==> src/rtl/shifter_arbiter.sv <==
// Round-robin scheduler that shares one shifter among NUM_REQ requesters.
// It picks a pending requester, captures its long vector, starts the shifter,
// waits for done (or for the watchdog limit) and reports back to the owner.
//
// Handshake: req[i] is a level that the requester holds until it sees grant[i].
// grant[i] is a one-cycle pulse in the same cycle as shifter_start. Once granted,
// the job runs to completion even if req[i] drops, and the owner is told the
// outcome by a one-cycle pulse on req_done[i] (ok) or req_error[i] (timeout).
// shifter_done is honoured only in RUN and ignored in every other state.
module shifter_arbiter #(
    parameter int NUM_REQ        = 4,
    parameter int ID_WIDTH       = 2,
    parameter int IN_WIDTH       = 128,
    parameter int TIMEOUT_CYCLES = 4096
) (
    input  logic                         clock,
    input  logic                         reset,
    input  logic [NUM_REQ-1:0]           req,
    input  logic [NUM_REQ*IN_WIDTH-1:0]  req_vector,
    output logic [NUM_REQ-1:0]           grant,
    output logic [NUM_REQ-1:0]           req_done,
    output logic [NUM_REQ-1:0]           req_error,
    output logic                         shifter_start,
    output logic [IN_WIDTH-1:0]          shifter_vector,
    input  logic                         shifter_done,
    output logic [ID_WIDTH-1:0]          active_id,
    output logic                         busy,
    output logic [1:0]                   dbg_state
);

    typedef enum logic [1:0] {
        S_IDLE   = 2'd0,
        S_START  = 2'd1,
        S_RUN    = 2'd2,
        S_FINISH = 2'd3
    } state_t;

    // Counter only needs to reach TIMEOUT_CYCLES-1.
    localparam int CNT_W = (TIMEOUT_CYCLES > 2) ? $clog2(TIMEOUT_CYCLES) : 1;
    localparam logic [CNT_W-1:0] CNT_LIMIT =
        CNT_W'((TIMEOUT_CYCLES > 0) ? (TIMEOUT_CYCLES - 1) : 0);

    state_t                state_q, state_d;
    logic [ID_WIDTH-1:0]   ptr_q, ptr_d;
    logic [ID_WIDTH-1:0]   id_q, id_d;
    logic [IN_WIDTH-1:0]   vec_q, vec_d;
    logic [CNT_W-1:0]      cnt_q, cnt_d;
    logic [NUM_REQ-1:0]    grant_q, grant_d;
    logic [NUM_REQ-1:0]    done_q, done_d;
    logic [NUM_REQ-1:0]    err_q, err_d;
    logic                  start_q, start_d;
    logic                  busy_q, busy_d;

    logic                  found_hi, found_lo, req_any;
    int                    hi_idx, lo_idx, sel_idx;
    logic [IN_WIDTH-1:0]   sel_vec;

    function automatic logic [NUM_REQ-1:0] onehot(input int idx);
        logic [NUM_REQ-1:0] v;
        v = '0;
        for (int j = 0; j < NUM_REQ; j++) begin
            v[j] = (j == idx);
        end
        return v;
    endfunction

    // Round-robin pick: first request at or above the pointer, else the first below it.
    always_comb begin
        found_hi = 1'b0;
        found_lo = 1'b0;
        hi_idx   = 0;
        lo_idx   = 0;
        for (int j = 0; j < NUM_REQ; j++) begin
            if (req[j] && !found_hi && (j >= int'(ptr_q))) begin
                found_hi = 1'b1;
                hi_idx   = j;
            end
            if (req[j] && !found_lo && (j < int'(ptr_q))) begin
                found_lo = 1'b1;
                lo_idx   = j;
            end
        end
        req_any = found_hi | found_lo;
        sel_idx = found_hi ? hi_idx : lo_idx;
    end

    // Mux out the slice of the selected requester.
    always_comb begin
        sel_vec = '0;
        for (int j = 0; j < NUM_REQ; j++) begin
            if (j == sel_idx) begin
                sel_vec = req_vector[j*IN_WIDTH +: IN_WIDTH];
            end
        end
    end

    // Next-state and next-output logic; all outputs are registered from these.
    always_comb begin
        state_d = state_q;
        ptr_d   = ptr_q;
        id_d    = id_q;
        vec_d   = vec_q;
        cnt_d   = cnt_q;
        grant_d = '0;
        done_d  = '0;
        err_d   = '0;
        start_d = 1'b0;
        busy_d  = busy_q;
        case (state_q)
            S_IDLE: begin
                if (req_any) begin
                    state_d = S_START;
                    id_d    = ID_WIDTH'(sel_idx);
                    vec_d   = sel_vec;
                    grant_d = onehot(sel_idx);
                    start_d = 1'b1;
                    busy_d  = 1'b1;
                end
            end
            S_START: begin
                state_d = S_RUN;
                cnt_d   = '0;
            end
            S_RUN: begin
                // Done beats the watchdog when both land on the same edge.
                if (shifter_done) begin
                    state_d = S_FINISH;
                    done_d  = onehot(int'(id_q));
                end else if ((TIMEOUT_CYCLES != 0) && (cnt_q == CNT_LIMIT)) begin
                    state_d = S_FINISH;
                    err_d   = onehot(int'(id_q));
                end else begin
                    cnt_d = cnt_q + CNT_W'(1);
                end
            end
            S_FINISH: begin
                state_d = S_IDLE;
                busy_d  = 1'b0;
                if (int'(id_q) >= NUM_REQ - 1) begin
                    ptr_d = '0;
                end else begin
                    ptr_d = id_q + ID_WIDTH'(1);
                end
            end
            default: begin
                state_d = S_IDLE;
                busy_d  = 1'b0;
            end
        endcase
    end

    // State and output registers; reset abandons any in-flight job silently.
    always_ff @(posedge clock or posedge reset) begin
        if (reset) begin
            state_q <= S_IDLE;
            ptr_q   <= '0;
            id_q    <= '0;
            vec_q   <= '0;
            cnt_q   <= '0;
            grant_q <= '0;
            done_q  <= '0;
            err_q   <= '0;
            start_q <= 1'b0;
            busy_q  <= 1'b0;
        end else begin
            state_q <= state_d;
            ptr_q   <= ptr_d;
            id_q    <= id_d;
            vec_q   <= vec_d;
            cnt_q   <= cnt_d;
            grant_q <= grant_d;
            done_q  <= done_d;
            err_q   <= err_d;
            start_q <= start_d;
            busy_q  <= busy_d;
        end
    end

    assign grant          = grant_q;
    assign req_done       = done_q;
    assign req_error      = err_q;
    assign shifter_start  = start_q;
    assign shifter_vector = vec_q;
    assign active_id      = id_q;
    assign busy           = busy_q;
    assign dbg_state      = state_q;

endmodule

==> config.mk <==
export PLATFORM = sky130hd
export DESIGN_NAME = shifter_arbiter
export DESIGN_NICKNAME = d
export VERILOG_FILES = /design/src/rtl/shifter_arbiter.sv
export SDC_FILE = /design/constraint.sdc
export NUM_CORES = 1
export LEC_CHECK = 0
export ABC_CLOCK_PERIOD_IN_PS = 16300
export CORE_AREA = 2 2 258 260
export DETAILED_ROUTE_END_ITERATION = 8
export DIE_AREA = 0 0 260 262
export PLACE_DENSITY = 0.47
export SETUP_SLACK_MARGIN = 0.4
export SLEW_MARGIN = 20
export SYNTH_ARGS = -nofsm -noshare
export SYNTH_HDL_FRONTEND = slang
export SYNTH_SLANG_ARGS = --single-unit
==> constraint.sdc <==
create_clock -name clock -period 16.3 [get_ports clock]
set_clock_uncertainty 0.15 [all_clocks]
set_input_delay 3.26 -clock clock [delete_from_list [all_inputs] [get_ports clock]]
set_output_delay 3.26 -clock clock [all_outputs]
set_load 0.02 [all_outputs]
# == Word-level counts from Yosys, hierarchy flattened ==
# Index checks and enable logic that the tools add are counted.
# word_totals
regBits,160
wordCells,95
output_inout_bits,146
in_bits,519
# op_classes
n_lt_le_gt_ge,7
n_reduce_logical,25
add_sub_neg,2
mux,36
n_bitwise,1
eq_ne,14
# op_table
cell,count
$mux W128,4
$mux W32,3
$eq A3 B32 Y1 const A,2
$eq A2 B32 Y1 const A,1
$logic_not A32 Y1,1
$mux W4,7
$mux W12,2
$pmux W12 S2,1
$add A12 B1 Y12 const B,1
$eq A12 B12 Y1 const B,1
$mux W1,12
$logic_and A1 B1 Y1,11
$mux W2,5
$pmux W2 S4,1
$ne A2 B2 Y1 const B,3
$reduce_and A2 Y1,3
$logic_not A1 Y1,5
$eq A2 B2 Y1 const A,2
$eq A2 B2 Y1 const B,2
$ge A1 B2 Y1 const A,2
$logic_not A2 Y1,2
$lt A1 B2 Y1 const A,2
$reduce_bool A2 Y1,2
$ne A3 B3 Y1 const B,1
9 further kinds,9

# == Logic depth before layout (Yosys ltp) ==
# Gate-level depths: netlist of run 1.
# depth
word_depth,20
mapped_depth,9
ltp_nobuf,7

# == Worst setup path before layout of run 1 ==
# OpenSTA, ideal clock, no wires.
# synth_path
kind,in2reg
from,input req[2]
to,"register vec_q[79], in the netlist shifter_vector[79]"
setup_ns,0.127
n_path_buf,3
arrival_time_ns,4.590
required_time_ns,16.023
cell_stages,8
slack_ns,11.433
path_cell_list,buf_2 -> nor2b_1 -> a221o_1 -> buf_2 -> buf_1 -> a21oi_1 -> a2bb2oi_1 -> o22ai_1
# synth_between
elab_chain_len,12
elab_cells_between_ends,23
classes_between,3 x eq/ne; 11 x mux; 1 x bitwise; 8 x reduce/logical
# synth_lines
item,line_no,source
start: declaration,18,"input logic [NUM_REQ-1:0] req,"
$logic_and A1 B1 Y1 (2 in series),74,if (req[j] && !found_hi && (j >= int'(ptr_q))) begin
$mux W1,74,
$logic_not A1 Y1,74,
$logic_and A1 B1 Y1,74,
$mux W32 / $mux W1 (equally long branches),74,
$mux W32,84,sel_idx = found_hi ? hi_idx : lo_idx;
$logic_not A32 Y1,91,if (j == sel_idx) begin
$mux W128 (4 in series),91,
end signal: assignment,169,vec_q <= vec_d;
end: declaration,46,"logic [IN_WIDTH-1:0] vec_q, vec_d;"
# Several ways; a longest one is shown, not always the timed one.
# A chain may end at the register's enable or synchronous reset.

# == Worst setup path in the final report of run 1 ==
# layout_path
from,input req[2]
to,"register vec_q[18], in the netlist shifter_vector[18]"
# Same word-level chain as after synthesis.

==> metrics.txt, run 1 <==
# TYPE chip_impl_metric gauge
chip_impl_info{name="result_of_the_run",value="finished clean"} 1
chip_impl_metric{name="instances_no_fill",unit=""} 2639
chip_impl_info{name="critPathMostFrequentCell",value="sky130_fd_sc_hd__buf_4"} 1
chip_impl_metric{name="cp_data_required_time",unit="ns"} 16.50
chip_impl_metric{name="grt_pass1_vias",unit=""} 13250
chip_impl_metric{name="final_util",unit=""} 0.2788
chip_impl_metric{name="synth.avg_cell_area",unit="sq um"} 8.479
chip_impl_info{name="crit_path_cell_trace",value="clkdlybuf4s50_1 > mux2i_1 > nor2_1 > a311oi_4 > buf_4 > buf_4 > buf_4 > a2bb2oi_1 > o22ai_1"} 1
chip_impl_info{name="end_kind",value="register"} 1
chip_impl_metric{name="worst_setup_hold_path_clk_slew",unit="ns"} 0.08
chip_impl_metric{name="fp.coreArea",unit="sq mm"} 0.06528
chip_impl_metric{name="synth_simple_gate_area_share",unit=""} 0.08102
chip_impl_metric{name="tritoncts_buffer_count",unit=""} 17
chip_impl_info{name="dominantRegCellSynth",value="sky130_fd_sc_hd__dfrtp_1"} 1
chip_impl_metric{name="synth_to_final_area_change",unit="%"} 76.95
chip_impl_metric{name="dp_cells",unit=""} 2605
chip_impl_metric{name="post_synth_xor_area_fraction",unit=""} 0.005961
chip_impl_metric{name="cts_setup_buffers",unit=""} 0
chip_impl_metric{name="num_io_pins",unit=""} 665
chip_impl_info{name="clock-root-buffer",value="sky130_fd_sc_hd__clkbuf_16"} 1
chip_impl_info{name="grt_setup_unrepaired",value="no"} 1
chip_impl_metric{name="peakVddDrop",unit="mV"} 0.09341
chip_impl_metric{name="post_synth_instance_area",unit="sq mm"} 0.01028
chip_impl_metric{name="grt_usage",unit=""} 0.1744
chip_impl_metric{name="drt-initial-drc-count",unit=""} 1099
chip_impl_info{name="netlist_top_cells_area",value="sky130_fd_sc_hd__dfrtp_1 (39%), sky130_fd_sc_hd__a2bb2oi_1 (11%), sky130_fd_sc_hd__o31ai_1 (9.3%)"} 1
chip_impl_metric{name="max_clock_freq",unit="MHz"} 148.5
chip_impl_info{name="synth_top_family_by_area",value="compound AO/OA/AOI/OAI gates"} 1
chip_impl_metric{name="maxCapViolCount",unit=""} 0
chip_impl_metric{name="finalCriticalPeriod",unit="ns"} 6.736
chip_impl_metric{name="tritoncts_num_sinks",unit=""} 160
chip_impl_metric{name="clock_path_buffers",unit=""} 2
chip_impl_info{name="post_synth_top_cells",value="sky130_fd_sc_hd__dfrtp_1 (160), sky130_fd_sc_hd__nor2_1 (144), sky130_fd_sc_hd__a21oi_1 (131)"} 1
chip_impl_metric{name="wl_per_cell",unit="um"} 23.79
chip_impl_metric{name="dp.final_hpwl",unit="um"} 43660
chip_impl_metric{name="htreeDepth",unit=""} 4
chip_impl_metric{name="hold-worst-slack",unit="ns"} 0.3685
chip_impl_metric{name="gpl.final_weighted_congestion",unit=""} 0.8644
chip_impl_metric{name="worst_case_headroom_to_the_max_slew_limit",unit=""} 0.3077
chip_impl_metric{name="num-fill-cells",unit=""} 6976
chip_impl_metric{name="ctsResizeCount",unit=""} 0
chip_impl_info{name="worstSetupStartpointType",value="primary input"} 1
chip_impl_metric{name="die_height",unit="um"} 262
chip_impl_metric{name="rows",unit=""} 94
chip_impl_metric{name="complex_gate_fraction_of_the_synthesized_area",unit=""} 0.4409
chip_impl_metric{name="first_pass_grt_wire_length",unit="um"} 89070
chip_impl_metric{name="synth_top_area_frac",unit=""} 0.3893
chip_impl_metric{name="final.period_utilization",unit=""} 0.4133
chip_impl_metric{name="grt_max_degree",unit=""} 80
chip_impl_metric{name="port-buffer-count",unit=""} 664
chip_impl_metric{name="hold_viol",unit=""} 0
chip_impl_info{name="synth_top_cell_by_area",value="sky130_fd_sc_hd__dfrtp_1"} 1
chip_impl_metric{name="yosys-mux-area-fraction",unit=""} 0.003041
chip_impl_metric{name="synthArstFlopShare",unit=""} 1.000
chip_impl_metric{name="cellLeakagePower",unit="nW"} 6.668
chip_impl_info{name="timing.setup.critical_path_class",value="primary input to register"} 1
chip_impl_metric{name="post_route_cells_drive_above_1_share",unit=""} 0.03666
chip_impl_metric{name="yosysWarningCount",unit=""} 0
chip_impl_metric{name="power_density",unit="mW/mm^2"} 179.7
chip_impl_info{name="hold_path_class",value="register to register"} 1
chip_impl_metric{name="final_slew_violations",unit=""} 0
chip_impl_metric{name="setup_violations",unit=""} 0
chip_impl_metric{name="antenna_found_initial",unit=""} 5
chip_impl_info{name="crit_slowest_cell",value="sky130_fd_sc_hd__buf_4"} 1
chip_impl_metric{name="synth.distinct_cells",unit=""} 50
chip_impl_metric{name="via_per_inst",unit=""} 4.953
chip_impl_metric{name="die_width",unit="um"} 260
chip_impl_metric{name="clkLatencyLatePin",unit="ns"} 0.48
chip_impl_metric{name="worstPathMaxFanout",unit=""} 77
chip_impl_metric{name="gr-total-overflow",unit=""} 0
chip_impl_metric{name="netlist_instances",unit=""} 1213
chip_impl_metric{name="drt-pass1-iter-count",unit=""} 7
chip_impl_metric{name="timing_worst_slew_pin_value",unit="ns"} 1.038
chip_impl_metric{name="tns",unit="ns"} 0
chip_impl_metric{name="cts.hold.buffers_added",unit=""} 0
chip_impl_info{name="synth.most_common_cell",value="sky130_fd_sc_hd__dfrtp_1"} 1
chip_impl_metric{name="syn_nets",unit=""} 1742
chip_impl_metric{name="route.final.wire_length",unit="um"} 62790
chip_impl_metric{name="synth.yosys.seq_area_share",unit=""} 0.3893
chip_impl_metric{name="worst_ep_arrival_time",unit="ns"} 6.94
chip_impl_metric{name="drc_errors",unit=""} 0
chip_impl_metric{name="final_antenna_net_count",unit=""} 0
chip_impl_metric{name="ys_seq_elements",unit=""} 160
chip_impl_metric{name="cpPeakStageDelay",unit="ns"} 0.81
chip_impl_metric{name="initial_core_util",unit=""} 0.1576
chip_impl_metric{name="synth_edf_count",unit=""} 0
chip_impl_metric{name="fp.dieArea",unit="sq mm"} 0.06812
chip_impl_metric{name="post_synth_fa_ha_maj_area_fraction",unit=""} 0.01217
chip_impl_info{name="tritoncts",value="built"} 1
chip_impl_metric{name="dr_total_vias",unit=""} 13070
chip_impl_metric{name="layout.nets",unit=""} 2289
sequential cells by signal, summed over array words and instances, names as in the netlist:
register / count
ptr_q: 2
active_id: 2
req_error: 4
shifter_vector: 128
grant: 4
dbg_state: 2
req_done: 4
busy: 1
cnt_q: 12
shifter_start: 1
placed cells by master (no fill, tap or decap), types with 3 or more instances in the layout:
cell                              count
sky130_fd_sc_hd__clkdlybuf4s50_1    664
sky130_fd_sc_hd__dfrtp_1            160
sky130_fd_sc_hd__nor2_1             144
sky130_fd_sc_hd__a21oi_1            131
sky130_fd_sc_hd__a31oi_1            128
sky130_fd_sc_hd__a2bb2oi_1          127
sky130_fd_sc_hd__o31ai_1            127
sky130_fd_sc_hd__o22ai_1            127
sky130_fd_sc_hd__buf_4               22
sky130_fd_sc_hd__nand2_1             17
sky130_fd_sc_hd__clkbuf_16           17
sky130_fd_sc_hd__ha_1                10
sky130_fd_sc_hd__o21ai_0              8
sky130_fd_sc_hd__inv_1                7
sky130_fd_sc_hd__and2_1               6
sky130_fd_sc_hd__nor2b_1              5
sky130_fd_sc_hd__xor2_1               5
sky130_fd_sc_hd__and3_1               5
sky130_fd_sc_hd__inv_6                5
sky130_fd_sc_hd__nand2b_1             4
sky130_fd_sc_hd__nand3_1              4
sky130_fd_sc_hd__nand4_1              3
sky130_fd_sc_hd__clkbuf_1             3
power by group:
part | internal [W] | leakage, nW | switching (W)
logic | 0.000865 | 4.50 | 0.00125
clock network | 0.000236 | 0.282 | 0.000194
registers | 0.000589 | 1.89 | 0.000135
total | 0.00169 | 6.67 | 0.00158
routing by layer:
layer / global-route usage / up-vias / wire length, um
met3: 0.04678 / 84 / 5087
met4: 0.06657 / 6 / 1732
li1: - / 5860 / -
met1: 0.2176 / 6431 / 25780
met2: 0.2869 / 690 / 30140
met5: 0 / - / 41
per-stage QoR:
stage | power [W] | cell area [sq um] | setup slack (ns)
2_1_floorplan | 0.001924 | 10280 | 8.570
3_3_place_gp | 0.002833 | 17610 | 9.219
3_5_place_dp | 0.002844 | 17610 | 9.166
4_1_cts | 0.003292 | 18190 | 9.710
5_1_grt | 0.003475 | 18200 | 9.419
6_report | 0.003271 | 18200 | 9.564
worst paths after layout:
kind / from / endpoint / slack (ns) / depth (start not counted)
setup / recovery: req[2] / shifter_vector[18] / 9.56 / 9
hold / removal: shifter_vector[78] / shifter_vector[78] / 0.37 / 1
setup reg to reg: ptr_q[1] / shifter_vector[18] / 12.31 / 8
hold reg to reg: shifter_vector[78] / shifter_vector[78] / 0.37 / 1
max in group asynchronous: reset / grant[0] / 11.64 / 3
min in group asynchronous: reset / shifter_vector[17] / 3.05 / 2
critical path, delay by kind of cell:
kind            cells  cell delay, ns
buf+inv             4            2.62
mux                 1            0.23
simple gates        1            0.08
compound gates      3            0.62
logic make-up (layout without fill, tap and decap cells):
group,after synthesis,count (layout)
buffers and inverters,167,727
adders and majority gates,10,10
DFF,160,160
and+or+nand+nor,198,198
xor gates and xnor gates,7,7
muxes,3,3
AOI/OAI and AO/OA,668,668
other,0,2
final cells by class:
class,instances,area (sq um),share of cell area
timing repair buffer,686,6812,0.3743
multi-input combinational,886,5668,0.3114
sequential,160,4004,0.2200
tap,864,1081,0.05940
clock buffer,22,464.2,0.02551
clock inverter,10,123.9,0.006806
inverter,9,41.29,0.002269
antenna,2,5.005,0.0002750
Note: power is estimated with default switching activity, not from simulation.
==> run 2, diff against run 1 <==
Settings changed: ABC_CLOCK_PERIOD_IN_PS 16300 to 5700, PLACE_DENSITY 0.47 to 0.49.
Clock period 16.3 ns to 5.7 ns, I/O delays scaled along.
==> run 2 against run 1 <==
Combinational power rose to 2.9 times the previous value. Utilization grew 0.11 points. Sequential share of layout area shrank 0.086 points. Critical endpoint is now shifter_vector[0]. Critical path type unchanged. Die area unchanged.
==> metrics.txt, run 2 (same netlist as run 1, synthesis figures left out) <==
# TYPE chip_impl_metric gauge
chip_impl_info{name="result_of_the_run",value="finished clean"} 1
chip_impl_metric{name="grt_pass1_vias",unit=""} 12940
chip_impl_metric{name="setup_violations",unit=""} 0
chip_impl_metric{name="route.final.wire_length",unit="um"} 61390
chip_impl_info{name="tritoncts",value="built"} 1
chip_impl_metric{name="clock_path_buffers",unit=""} 2
chip_impl_metric{name="cts_setup_buffers",unit=""} 0
chip_impl_metric{name="antenna_found_initial",unit=""} 6
chip_impl_metric{name="die_height",unit="um"} 262
chip_impl_metric{name="drt-initial-drc-count",unit=""} 792
chip_impl_info{name="end_kind",value="register"} 1
chip_impl_metric{name="hold-worst-slack",unit="ns"} 0.3788
chip_impl_metric{name="cellLeakagePower",unit="nW"} 6.689
chip_impl_metric{name="tritoncts_num_sinks",unit=""} 160
chip_impl_metric{name="placement.setup.worst_slack",unit="ns"} 1.391
chip_impl_metric{name="power_frac_seq",unit=""} 0.219
chip_impl_metric{name="hold_viol",unit=""} 0
chip_impl_metric{name="worst_ep_arrival_time",unit="ns"} 4.14
chip_impl_metric{name="final.period_utilization",unit=""} 0.6886
chip_impl_metric{name="layout.nets",unit=""} 2290
chip_impl_metric{name="grt_usage",unit=""} 0.1705
chip_impl_metric{name="dp.final_hpwl",unit="um"} 43120
chip_impl_metric{name="num_io_pins",unit=""} 665
chip_impl_metric{name="initial_core_util",unit=""} 0.1576
chip_impl_metric{name="num-fill-cells",unit=""} 6940
chip_impl_metric{name="final_area",unit="sq mm"} 0.01827
chip_impl_metric{name="max_clock_freq",unit="MHz"} 254.8
chip_impl_metric{name="r2r_slack",unit="ns"} 2.75
chip_impl_metric{name="largest_register_ff_count",unit=""} 128
chip_impl_metric{name="grt_max_degree",unit=""} 157
chip_impl_metric{name="timing.final.ws_setup",unit="ns"} 1.775
chip_impl_metric{name="tns",unit="ns"} 0
chip_impl_metric{name="ctsResizeCount",unit=""} 0
chip_impl_metric{name="power_density",unit="mW/mm^2"} 508.7
chip_impl_metric{name="gr-total-overflow",unit=""} 0
chip_impl_metric{name="timing_worst_slew_pin_value",unit="ns"} 1.035
chip_impl_metric{name="final_antenna_net_count",unit=""} 0
chip_impl_metric{name="register_area",unit="sq mm"} 0.004004
chip_impl_info{name="clock-root-buffer",value="sky130_fd_sc_hd__clkbuf_16"} 1
chip_impl_metric{name="via_per_inst",unit=""} 4.806
chip_impl_metric{name="peakVddDrop",unit="mV"} 0.3038
chip_impl_metric{name="cp_data_required_time",unit="ns"} 5.92
chip_impl_metric{name="drt-pass1-iter-count",unit=""} 9
chip_impl_info{name="most_frequent_standard_cell_in_the_layout_excluding_fill_and_tap_cells",value="sky130_fd_sc_hd__clkdlybuf4s50_1"} 1
chip_impl_metric{name="synth_to_final_area_change",unit="%"} 77.64
chip_impl_metric{name="finalCriticalPeriod",unit="ns"} 3.925
chip_impl_metric{name="dpl-instance-area",unit="sq mm"} 0.01771
chip_impl_info{name="critical-path-top-delay-family",value="simple AND/OR/NAND/NOR gates"} 1
chip_impl_metric{name="cpPeakStageDelay",unit="ns"} 0.64
chip_impl_metric{name="fp.dieArea",unit="sq mm"} 0.06812
chip_impl_metric{name="comb_power_share",unit=""} 0.655
chip_impl_info{name="crit_slowest_cell",value="sky130_fd_sc_hd__nor4_1"} 1
chip_impl_metric{name="cts.hold.buffers_added",unit=""} 0
chip_impl_metric{name="drc_errors",unit=""} 0
chip_impl_metric{name="sw_power",unit="W"} 0.004513
chip_impl_metric{name="worst-path-buf-inv",unit=""} 3
chip_impl_info{name="worstSetupStartpointType",value="primary input"} 1
chip_impl_metric{name="worstPathMaxFanout",unit=""} 74
chip_impl_metric{name="fraction_of_power_spent_switching_nets",unit=""} 0.4856
chip_impl_metric{name="htreeDepth",unit=""} 4
chip_impl_metric{name="post_route_cells_drive_above_1_share",unit=""} 0.03833
chip_impl_metric{name="worst_case_headroom_to_the_max_slew_limit",unit=""} 0.3101
chip_impl_metric{name="clkLatencyLatePin",unit="ns"} 0.48
chip_impl_info{name="crit_path_cell_trace",value="clkdlybuf4s50_1 > nor4_1 > nand2b_4 > inv_4 > buf_12 > nor2_1 > o22ai_1"} 1
chip_impl_metric{name="die_width",unit="um"} 260
chip_impl_metric{name="rows",unit=""} 94
chip_impl_info{name="timing.setup.critical_path_class",value="primary input to register"} 1
chip_impl_metric{name="port-buffer-count",unit=""} 664
chip_impl_metric{name="fp.coreArea",unit="sq mm"} 0.06528
chip_impl_metric{name="final_slew_violations",unit=""} 0
chip_impl_metric{name="power.clock.fraction",unit=""} 0.126
chip_impl_info{name="grt_setup_unrepaired",value="no"} 1
chip_impl_metric{name="maxCapViolCount",unit=""} 0
chip_impl_metric{name="internal_power",unit="W"} 0.004781
chip_impl_metric{name="worst_setup_hold_path_clk_slew",unit="ns"} 0.07
chip_impl_metric{name="dr_total_vias",unit=""} 12690
chip_impl_metric{name="area_of_the_multi_input_gates",unit="sq mm"} 0.005668
chip_impl_metric{name="tritoncts_buffer_count",unit=""} 17
chip_impl_metric{name="wl_per_cell",unit="um"} 23.25
chip_impl_info{name="mostFrequentLayoutCells",value="sky130_fd_sc_hd__clkdlybuf4s50_1 (664), sky130_fd_sc_hd__dfrtp_1 (160), sky130_fd_sc_hd__nor2_1 (144)"} 1
chip_impl_info{name="hold_path_class",value="register to register"} 1
chip_impl_metric{name="gpl.final_weighted_congestion",unit=""} 0.8873
chip_impl_metric{name="first_pass_grt_wire_length",unit="um"} 86470
==> run 2: final cells by class <==
cell class	count	area share
multi-input cells	886	0.3102
clock buffers	18	0.02349
diodes	2	0.0002739
repair buffers	687	0.3787
clock inverters	14	0.006780
well taps	864	0.05917
flip-flops and latches	160	0.2191
inverters	9	0.002191
==> run 2: power by group through the flow <==
| stage | Clock, W | Combinational [W] | Sequential (W) |
|---|---|---|---|
| floorplan | 0 | 0.00292 | 0.00258 |
| global placement | 0 | 0.00608 | 0.00203 |
| detailed placement | 0 | 0.00612 | 0.00204 |
| CTS | 0.00123 | 0.00614 | 0.00203 |
| global route | 0.00126 | 0.00653 | 0.00210 |
| finish | 0.00117 | 0.00609 | 0.00204 |
==> run 2: final timing paths <==
check,start,to,depth (start not counted)
max in group asynchronous,reset,shifter_vector[122],3
worst max-delay path,req[2],shifter_vector[0],7
min in group asynchronous,reset,shifter_vector[47],2
worst min-delay path,shifter_vector[78],shifter_vector[78],1
worst max register to register,ptr_q[1],shifter_vector[12],6
worst min register to register,shifter_vector[78],shifter_vector[78],1
==> run 2: per-stage QoR <==
stage	std cells	total power [W]	util
after floorplan	1213	0.005502	-
after global placement	2606	0.008117	0.2713
after detailed placement	2606	0.008164	0.2713
after CTS	2638	0.009406	0.2798
after global routing	2640	0.009886	0.2799
final	2640	0.009293	0.2799
==> run 2: worst register-to-register path, delay by kind of cell (launching register included) <==
family | cells | cell delay, ns
compound gates | 3 | 1.16
simple gates | 2 | 0.62
buf+inv | 1 | 0.36
flops | 1 | 0.61
==> run 2: metal layers <==
metal  wire (um)  GRT usage  up-vias
li1            -          -     5863
met2       30450     0.2926      553
met5          48          0        -
met3        5057    0.05430       88
met1       23750     0.1948     6177
met4        2082    0.07232        8
